### config.mk
export PLATFORM = sky130hd
export DESIGN_NAME = fifo_send_sched
export DESIGN_NICKNAME = d
export VERILOG_FILES = /design/src/rtl/fifo_send_sched.sv
export SDC_FILE = /design/constraint.sdc
export NUM_CORES = 1
export LEC_CHECK = 0
export ABC_AREA = 1
export ABC_CLOCK_PERIOD_IN_PS = 5400
export BUFFER_PORTS_ARGS = -buffer_cell sky130_fd_sc_hd__buf_2
export CAP_MARGIN = 10
export CORE_MARGIN = 2
export CORE_UTILIZATION = 27
export CTS_BUF_LIST = sky130_fd_sc_hd__clkbuf_2 sky130_fd_sc_hd__clkbuf_4 sky130_fd_sc_hd__clkbuf_8
export CTS_CLUSTER_SIZE = 8
export DETAILED_ROUTE_END_ITERATION = 7
export PLACE_DENSITY = 0.45
export SETUP_SLACK_MARGIN = 0.15
export SYNTH_ARGS = -nofsm -noshare
export SYNTH_HDL_FRONTEND = slang
export SYNTH_SLANG_ARGS = --single-unit
### constraint.sdc
create_clock -name clk -period 5.4 [get_ports clk]
set_input_delay 0.27 -clock clk [delete_from_list [all_inputs] [get_ports clk]]
set_output_delay 0.27 -clock clk [all_outputs]
set_load 0.01 [all_outputs]
### src/rtl/fifo_send_sched.sv
// Shares one packet writer among NREQ requesters: round-robin arbitration, fs/fd handshake, fd watchdog and inter-packet gap.
// Define FIFO_SCHED_PRIO_EN to replace round-robin with fixed lowest-index-wins priority.
module fifo_send_sched #(
  parameter int unsigned NREQ    = 4,
  parameter int unsigned TIMEOUT = 256,
  parameter int unsigned GAP_CYC = 2
) (
  input  logic                clk,
  input  logic                rst,
  input  logic [NREQ-1:0]     req,
  input  logic [4*NREQ-1:0]   req_cmd,
  output logic [NREQ-1:0]     ack,
  output logic                ack_err,
  output logic                busy,
  output logic [2:0]          grant_id,
  output logic                fs,
  input  logic                fd,
  output logic [3:0]          data_cmd,
  output logic                wr_err,
  output logic [2:0]          so_state
);

  localparam int unsigned CW       = $clog2(TIMEOUT);
  localparam int unsigned GW       = (GAP_CYC > 1) ? $clog2(GAP_CYC) : 1;
  localparam int unsigned GAP_LAST = (GAP_CYC > 0) ? GAP_CYC - 1 : 0;

  typedef enum logic [2:0] {
    S_IDLE    = 3'd0,
    S_ARB     = 3'd1,
    S_SEND    = 3'd2,
    S_RELEASE = 3'd3,
    S_ABORT   = 3'd4,
    S_GAP     = 3'd5
  } state_t;

  state_t          state, next_state;
  logic [CW-1:0]   wcnt;
  logic [GW-1:0]   gcnt;
  logic            found;
  logic [2:0]      win;
  logic [3:0]      win_cmd;
  logic [NREQ-1:0] grant_vec;
  logic            abort_fire;
  logic            done_fire;

  // Winner selection; the last hit in each loop is the highest-ranked requester.
  always_comb begin
    found   = 1'b0;
    win     = grant_id;
    win_cmd = 4'h0;
`ifdef FIFO_SCHED_PRIO_EN
    for (int i = int'(NREQ) - 1; i >= 0; i--) begin
      if (req[i]) begin
        found = 1'b1;
        win   = 3'(i);
      end
    end
`else
    begin
      int rr_idx;
      rr_idx = 0;
      for (int off = int'(NREQ); off >= 1; off--) begin
        rr_idx = int'(grant_id) + off;
        if (rr_idx >= int'(NREQ)) rr_idx = rr_idx - int'(NREQ);
        for (int j = 0; j < int'(NREQ); j++) begin
          if (j == rr_idx && req[j]) begin
            found = 1'b1;
            win   = 3'(j);
          end
        end
      end
    end
`endif
    for (int j = 0; j < int'(NREQ); j++) begin
      if (3'(j) == win) win_cmd = req_cmd[4*j +: 4];
    end
  end

  always_comb begin
    grant_vec = '0;
    for (int j = 0; j < int'(NREQ); j++) grant_vec[j] = (3'(j) == grant_id);
  end

  always_ff @(posedge clk or negedge rst) begin
    if (!rst) state <= S_IDLE;
    else      state <= next_state;
  end

  always_comb begin
    next_state = state;
    abort_fire = 1'b0;
    done_fire  = 1'b0;
    case (state)
      S_IDLE:    if (|req) next_state = S_ARB;
      S_ARB:     next_state = found ? S_SEND : S_IDLE;
      S_SEND: begin
        // fd has precedence over the watchdog expiring in the same cycle
        if (fd) begin
          next_state = S_RELEASE;
        end else if (wcnt == CW'(TIMEOUT - 1)) begin
          next_state = S_ABORT;
          abort_fire = 1'b1;
        end
      end
      S_RELEASE: if (!fd) begin
        next_state = S_GAP;
        done_fire  = 1'b1;
      end
      S_ABORT:   next_state = S_GAP;
      S_GAP:     if (gcnt == GW'(GAP_LAST)) next_state = S_IDLE;
      default:   next_state = S_IDLE;
    endcase
  end

  // Grant/command capture and the SEND/GAP cycle counters.
  always_ff @(posedge clk or negedge rst) begin
    if (!rst) begin
      grant_id <= 3'(NREQ - 1);
      data_cmd <= 4'h0;
      wcnt     <= '0;
      gcnt     <= '0;
    end else begin
      if (state == S_ARB && found) begin
        grant_id <= win;
        data_cmd <= win_cmd;
      end
      wcnt <= (state == S_SEND) ? wcnt + CW'(1) : '0;
      gcnt <= (state == S_GAP)  ? gcnt + GW'(1) : '0;
    end
  end

  // Outputs registered from the next state so they line up with the state they belong to.
  always_ff @(posedge clk or negedge rst) begin
    if (!rst) begin
      fs      <= 1'b0;
      busy    <= 1'b0;
      wr_err  <= 1'b0;
      ack_err <= 1'b0;
      ack     <= '0;
    end else begin
      fs      <= (next_state == S_SEND);
      busy    <= (next_state != S_IDLE);
      wr_err  <= abort_fire;
      ack_err <= abort_fire;
      ack     <= (abort_fire || done_fire) ? grant_vec : '0;
    end
  end

  assign so_state = state;

endmodule

==> impl_results.md, run 1 <==
- X dimension of the die: between 80 and 90 microns
- Outcome: finished, violations left
- Cell area after technology mapping: 1590 sq um
- Final Cycle Share: 0.424
- Sequential cell area: around 650 sq um
- Htree depth: 1
- Post-Route Setup TNS: 0 ns
- Clock Skews: roughly 0.0043 ns
- Top delay family on crit path: simple AND/OR/NAND/NOR gates
- Headroom to the max-slew limit: 0.356
- Die extent in y: about 81 microns
- Vias after detailed routing: about 1400
- DR pass1 iterations: 4
- Setup Fix Bufs, Post-CTS: 0
- Minimum period implied by the final worst setup slack: about 2.3 ns
- Maximum root-to-sink buffer count: 2
- Kind of start point of the critical path: flip-flop
- Syn. warnings: 0
- Per-cell via count in the routed design: between 4 and 5
- Count of mapped cells out of synthesis: ~210
- Total number of nets in the final design: 280
- Slowest stage cell on the critical path: dfstp_2
- First-pass GRT wire length: 6310 microns
- Delay of the slowest cell on the worst path: between 0.6 and 0.7 ns
- Remaining Overflow, GRT: 0
- Max-cap violation count: 0
- Most Frequent Cell on Critical Path: nand2_1
- FP Rows: 27
- # resized after CTS: 0
- Worst endpoint data arrival time: approximately 2.5 ns
- CTS tree: built
- Leakage dissipation: between 0.9 and 1 nW
- Worst endpoint required time: ~5.6 ns
- Count leader, synth: nand2_1
- Fraction of final layout cells with drive strength greater than 1: 0.287
- Average cell area after synthesis: between 7 and 8 sq um
- Placeable Area: between 5000 and 6000 sq um
- Share of the yosys chip area belonging to registers: 0.411
- Sequence of cells on the critical path: nand2_1 -> inv_1 -> ha_1 -> nand2_1 -> nand2_1 -> nand2_1 -> nand2_1 -> nand2_1 -> nand2_1 -> nand2_1 -> nand2_1 -> nand2_1 -> nand2_1 -> nand2_1 -> nand2_2 -> nand2_4 -> nand2_8 -> nand2_2 -> o21ai_1 -> inv_1 -> nand2_1 -> nand2_1
- Violated checks: negative hold slack
- Highest net fanout along the worst path: 9
- Initial antenna violation count: 0
- Buf/Inv on CP: 2
- Synth Register Bits: 26
- Worst hold margin: -0.0179 ns
- Die area: around 6500 sq um
- Maximum achievable frequency: between 0.4 and 0.5 GHz
- Leading area contributor after synthesis: dfrtp_1
- Total chip power: between 0.4 and 0.5 mW
- Endpoint kind of the worst setup timing path: flip-flop
- Clock transition at the registers of the reported paths: roughly 0.09 ns
- RSZ-0062 raised after global routing: false
- Proportion of synthesized flip-flops having asynchronous set or reset: 1.00
- Hold-fix buffer count after cts: 0
- Total clock sinks: 26
- Remaining antenna violation count: 0
- Count of final hold-check violations: 24
- DRC violation total after the first TritonRoute iteration: between 100 and 150
- Port Buffers: 40
- Top FF cell, synth: dfrtp_1
- Boundary Pins: 41
- Dominant cells by area after synthesis: dfrtp_1 (38%), nand2_1 (10%), inv_1 (7.6%), nor2_1 (7.1%), nand3_1 (4.4%)
- Depth of the worst register-to-register path: 22
- EDFF count, synth: 0
- Insertion delay to the later sink of the worst-skew pair: about 0.27 ns
- Root buffer cell: clkbuf_8
- Final setup vio count: 0
- Max IR drop VDD: between 0.1 and 0.15 mV
- Synthesized Nets: about 240
- Total global routing track utilization: 0.125
- Number of buffers created by CTS: 3
- Final WL: between 3000 and 4000 microns
- Number of fill cells in the layout: ~630
- Maximum number of pins on one net before global-route repair: 27
- DRC errors left: 0
- Crit Path Class: flip-flop to flip-flop
- Routed wirelength normalized by instance count: approximately 11 microns
- Max-slew violation count: 0
- DP Wirelength: 2950 microns
- Commonest cells in the netlist: nand2_1 (43), inv_1 (32), nor2_1 (30), dfrtp_1 (24), nand3_1 (14)
- Vias in the first global route: roughly 1400
- Area used by multi-input combinational logic: about 780 sq um
- Area growth from synthesis to final layout: 20.8%
- Number of unique standard cell types used by synthesis: 28
- Effective utilization at floorplan: 0.283
- Final RePlAce weighted congestion: roughly 0.82
- Worst Max-Slew Pin Slew: roughly 0.96 ns
- Power Dens Cells: between 200 and 250 nW/um^2
- Number of diodes added for antenna fixing: 0
- Class of the tightest hold or removal check: primary input to async pin
- Crit path depth: 22
- Fraction of post-synthesis cell area in the top cell type by area: 0.378
[cell families (layout without fill, tap and decap cells)]
logic type,count (synthesis),in the layout,synth area share
DFF,26,26,0.411
and+or+nand+nor,120,120,0.381
buffers and inverters,40,82,0.0993
adders and majority gates,2,2,0.0158
AOI/OAI and AO/OA,24,24,0.0930
[state kept, by name (all words and copies together), names as in the netlist]
name,flops
gcnt,1
fs,1
wr_err,1
wcnt,8
busy,1
ack,4
data_cmd,4
grant_id,3
so_state,3
[power breakdown]
| part | total [mW] | internal [mW] | switching [mW] |
|---|---|---|---|
| logic | 0.0714 | 0.0263 | 0.0450 |
| clock network | 0.126 | 0.0652 | 0.0605 |
| registers | 0.220 | 0.207 | 0.0125 |
[cell type report]
class	count	share of cell area
clock buffer	4	0.0287
inverter	38	0.0744
multi-input combinational	146	0.405
sequential	26	0.341
tap	72	0.0470
timing repair buffer	40	0.104
[path summary, 6_finish.rpt]
path / slack [ns] / start / end
max: 3.11 / grant_id[1] / data_cmd[2]
min: -0.02 / rst / wcnt[1]
max reg2reg: 3.11 / grant_id[1] / data_cmd[2]
min reg2reg: 0.43 / gcnt / gcnt
max in group asynchronous: 5.04 / rst / grant_id[0]
min in group clk: 0.31 / req_cmd[0] / data_cmd[0]
[metrics by stage]
stage	cells	setup WS (ns)	area, sq um	utilization	hold WS, ns
global placement	322	3.07	1860	0.332	0.312
floorplan	212	3.34	1590	-	-0.0256
CTS	326	3.09	1920	0.342	0.00786
global route	326	2.80	1920	0.342	0.0382
detailed placement	322	3.11	1860	0.332	0.312
finish	326	3.11	1920	0.342	-0.0179
[layer usage]
layer	GRT usage	wire length (microns)	part of all wire	vias up
met1	0.157	1740	0.48	624
met4	0.0271	14	0.0038	0
li1	-	-	-	760
met3	0.0337	211	0.058	2
met2	0.213	1690	0.46	40
met5	0	0	0	-
[cell usage in the layout, fill, tap and decap left out, types with 4 or more instances in the layout]
cell type  count
a21oi_1        9
buf_2         40
clkbuf_8       4
dfrtp_1       24
inv_1         32
inv_2          6
nand2_1       43
nand2_2        6
nand3_1       14
nand4_1        7
nor2_1        30
nor2_2         6
o21ai_0        7
No activity file was read; power rests on OpenSTA's default activity.
==> inputs of run 2 (changes only) <==
Settings changed: ABC_AREA 1 to 0, ABC_CLOCK_PERIOD_IN_PS 5400 to 2040, PLACE_DENSITY 0.45 to 0.48.
Clock period 5.4 ns to 2.04 ns, I/O delays scaled along.
==> impl_results.md, run 2 <==
- Top FF cell, synth: dfrtp_1 (unchanged)
- Class of the tightest hold or removal check: primary input to flip-flop (was primary input to async pin)
- Final worst setup slack: -0.134 ns (was 3.11 ns)
- Max IR drop VDD: 0.608 mV (was 0.107 mV)
- Max-slew violation count: 0 (unchanged)
- Htree depth: 1 (unchanged)
- Total number of nets in the final design: 246 (was 280)
- Critical path endpoint: data_cmd[1] (was data_cmd[2])
- Number of unique standard cell types used by synthesis: 43 (was 28)
- Max-cap violation count: 0 (unchanged)
- Kind of start point of the critical path: flip-flop (unchanged)
- DRC errors left: 0 (unchanged)
- RSZ-0062 raised after global routing: true (was false)
- Leading area contributor after synthesis: dfrtp_1 (unchanged)
- Remaining antenna violation count: 0 (unchanged)
- Die extent in y: 77.3 microns (was 80.7 microns)
- Slowest stage cell on the critical path: dfstp_2 (unchanged)
- Number of diodes added for antenna fixing: 0 (unchanged)
- Delay of the slowest cell on the worst path: 0.58 ns (was 0.64 ns)
- Final RePlAce weighted congestion: 0.768 (was 0.820)
- Met3 layer usage reported by global route: 0.0294 (was 0.0337)
- Reg2reg end: data_cmd[1] (was data_cmd[2])
- Final WL: 3540 microns (was 3660 microns)
- Headroom to the max-slew limit: 0.621 (was 0.356)
- Depth of the worst register-to-register path: 9 (was 22)
- Final Cycle Share: 1.07 (was 0.424)
- Fraction of post-synthesis cell area in the top cell type by area: 0.414 (was 0.378)
- Buf/Inv on CP: 1 (was 2)
- Endpoint kind of the worst setup timing path: flip-flop (unchanged)
- Worst R2R Start: grant_id[0] (was grant_id[1])
- Die area: 5980 sq um (was 6510 sq um)
- Leakage dissipation: 1.04 nW (was 0.999 nW)
- Leading cell type in the layout, fill and taps excluded: buf_2 (was nand2_1)
- Largest reg by FF count: wcnt (unchanged)
- Worst Max-Slew Pin Slew: 0.568 ns (was 0.958 ns)
- Met1 track demand over resource: 0.183 (was 0.157)
- Synthesized Nets: 175 (was 237)
- Remaining Overflow, GRT: 0 (unchanged)
- Met2 demand-to-capacity share in global routing: 0.203 (was 0.213)
- FP Rows: 26 (was 27)
- Routed wirelength normalized by instance count: 12.2 microns (was 11.2 microns)
- Synth Register Bits: 26 (unchanged)
- Effective utilization at floorplan: 0.282 (was 0.283)
- Number of placed instances, taps included: 278 (was 322)
- Clock Skews: 0.00229 ns (was 0.00433 ns)
- Insertion delay to the later sink of the worst-skew pair: 0.26 ns (was 0.27 ns)
- Vias after detailed routing: 1306 (was 1426)
- Worst hold margin: 0.0385 ns (was -0.0179 ns)
- Fraction of final layout cells with drive strength greater than 1: 0.468 (was 0.287)
- Slack of the worst reg-to-reg path: -0.13 ns (was 3.11 ns)
- Number of buffers created by CTS: 3 (unchanged)
- Count leader, synth: dfrtp_1 (was nand2_1)
- Count of mapped cells out of synthesis: 150 (was 212)
- Maximum number of pins on one net before global-route repair: 27 (unchanged)
- Gr busiest metal: met2 (unchanged)
- Top delay family on crit path: flip-flops (was simple AND/OR/NAND/NOR gates)
- DRC violation total after the first TritonRoute iteration: 54 (was 108)
- Violated checks: negative setup slack (was negative hold slack)
- Post-Route Setup TNS: -0.484 ns (was 0 ns)
- Placeable Area: 5140 sq um (was 5610 sq um)
- Total clock sinks: 26 (unchanged)
- Area growth from synthesis to final layout: 46.4% (was 20.8%)
- Root buffer cell: clkbuf_8 (unchanged)
- Syn. warnings: 0 (unchanged)
- Crit Path Class: flip-flop to flip-flop (unchanged)
- Vias in the first global route: 1287 (was 1410)
- CTS tree: built (unchanged)
- Highest net fanout along the worst path: 8 (was 9)
- Cell area after technology mapping: 1450 sq um (was 1590 sq um)
- Count of final hold-check violations: 0 (was 24)
- Maximum achievable frequency: 0.460 GHz (was 0.436 GHz)
- Average cell area after synthesis: 9.68 sq um (was 7.49 sq um)
- Power Dens Cells: 1400 nW/um^2 (was 217 nW/um^2)
- Crit path depth: 9 (was 22)
- Total chip power: 2.98 mW (was 0.417 mW)
- Dominant cells by area after synthesis: dfrtp_1 (41%), mux2i_1 (4.8%), nor2_1 (4.4%), dfstp_2 (3.6%), nand2b_1 (3.4%) (was dfrtp_1 (38%), nand2_1 (10%), inv_1 (7.6%), nor2_1 (7.1%), nand3_1 (4.4%))
- Sequence of cells on the critical path: and2_4 -> ha_4 -> a21oi_2 -> or3_4 -> o221a_4 -> o221ai_4 -> buf_12 -> mux2i_1 -> o221ai_1 (was nand2_1 -> inv_1 -> ha_1 -> nand2_1 -> nand2_1 -> nand2_1 -> nand2_1 -> nand2_1 -> nand2_1 -> nand2_1 -> nand2_1 -> nand2_1 -> nand2_1 -> nand2_1 -> nand2_2 -> nand2_4 -> nand2_8 -> nand2_2 -> o21ai_1 -> inv_1 -> nand2_1 -> nand2_1)
- Per-cell via count in the routed design: 4.50 (was 4.37)
- Total global routing track utilization: 0.129 (was 0.125)
- Final setup vio count: 4 (was 0)
- DR pass1 iterations: 4 (unchanged)
- Minimum period implied by the final worst setup slack: 2.17 ns (was 2.29 ns)
- Commonest cells in the netlist: dfrtp_1 (24), nor2_1 (17), nand2_1 (13), nand2b_1 (8) (was nand2_1 (43), inv_1 (32), nor2_1 (30), dfrtp_1 (24), nand3_1 (14))
- Clock transition at the registers of the reported paths: 0.09 ns (about the same)
- Initial antenna violation count: 0 (unchanged)
- Proportion of synthesized flip-flops having asynchronous set or reset: 1.00 (unchanged)
- Port Buffers: 40 (unchanged)
- Source of the critical timing path: grant_id[0] (was grant_id[1])
- Cell Count, Final, Fillers Out: 290 (was 326)
- Largest registers: wcnt (8), ack (4), data_cmd (4) (unchanged)
- Hold path cells: 2
- Worst endpoint data arrival time: 2.32 ns (was 2.46 ns)
- DP Wirelength: 2550 microns (was 2950 microns)
- Largest register FFs: 8 (unchanged)
- Worst endpoint required time: 2.18 ns (was 5.57 ns)
- Maximum root-to-sink buffer count: 2 (unchanged)
- Outcome: finished, violations left (unchanged)
- X dimension of the die: 77.3 microns (was 80.7 microns)
- Share of the yosys chip area belonging to registers: 0.450 (was 0.411)
- EDFF count, synth: 0 (unchanged)
- Boundary Pins: 41 (unchanged)
- First-pass GRT wire length: 6270 microns (was 6310 microns)
- Most used cells in the layout excluding fill and tap cells: buf_2 (40), buf_4 (29), dfrtp_1 (24) (was nand2_1 (43), buf_2 (40), inv_1 (32))
[run 2: metrics by stage]
stage,utilization,worst slack [ns],area [sq um]
after floorplan,-,-0.207,1500
final,0.413,-0.134,2120
after detailed placement,0.374,-0.170,1920
after global routing,0.413,-0.239,2120
after global placement,0.374,-0.143,1920
after CTS,0.408,-0.125,2100
[run 2: how the worst min path moves through the flow]
stage | slack [ns] | end | from
6_report | 0.04 | wr_err | fd
5_1_grt | 0.03 | wr_err | fd
4_1_cts | 0.03 | wr_err | fd
3_5_place_dp | 0.14 | wcnt[4] | rst
3_3_place_gp | 0.13 | wcnt[0] | rst
2_1_floorplan | -0.19 | ack[0] | rst
[run 2: logic make-up after synthesis]
family / after synthesis / share of synthesized area
XOR/XNOR: 6 / 0.0362
multiplexers: 7 / 0.0483
AND/OR/NAND/NOR: 66 / 0.240
AO/OA/AOI/OAI: 30 / 0.163
flip-flops: 26 / 0.450
buffers and inverters: 13 / 0.0457
adder cells (fa/ha/maj): 2 / 0.0172
[run 2: layer usage]
| metal | routed length (microns) | vias to the layer above |
|---|---|---|
| met1 | 1800 | 604 |
| met3 | 153 | 2 |
| met4 | 15 | 0 |
| li1 | - | 667 |
| met2 | 1570 | 33 |
| met5 | 0 | - |
[run 2: timing repair]
action | in CTS | in global routing
endpoints found under the hold margin | 24 | 0
endpoints found under the setup margin | 10 | 13
setup buffers | 6 | 0
hold buffers | 1 | 0
resized for setup | 13 | 6
pin swaps | 3 | 2
gates cloned | 1 | 0
[run 2: final cells by class]
class                   count  area, sq um
repair buffers             73          470
inverters                   6         22.5
flip-flops and latches     26          653
multi-input cells         111          836
fillers                   546         3020
clock buffers               4         55.1
well taps                  70         87.6
[run 2: power by group]
| part | switching [mW] | total, mW | internal (mW) |
|---|---|---|---|
| Clock | 0.154 | 0.327 | 0.172 |
| Combinational | 0.864 | 1.88 | 1.01 |
| Sequential | 0.114 | 0.777 | 0.663 |
| Total | 1.13 | 2.98 | 1.85 |
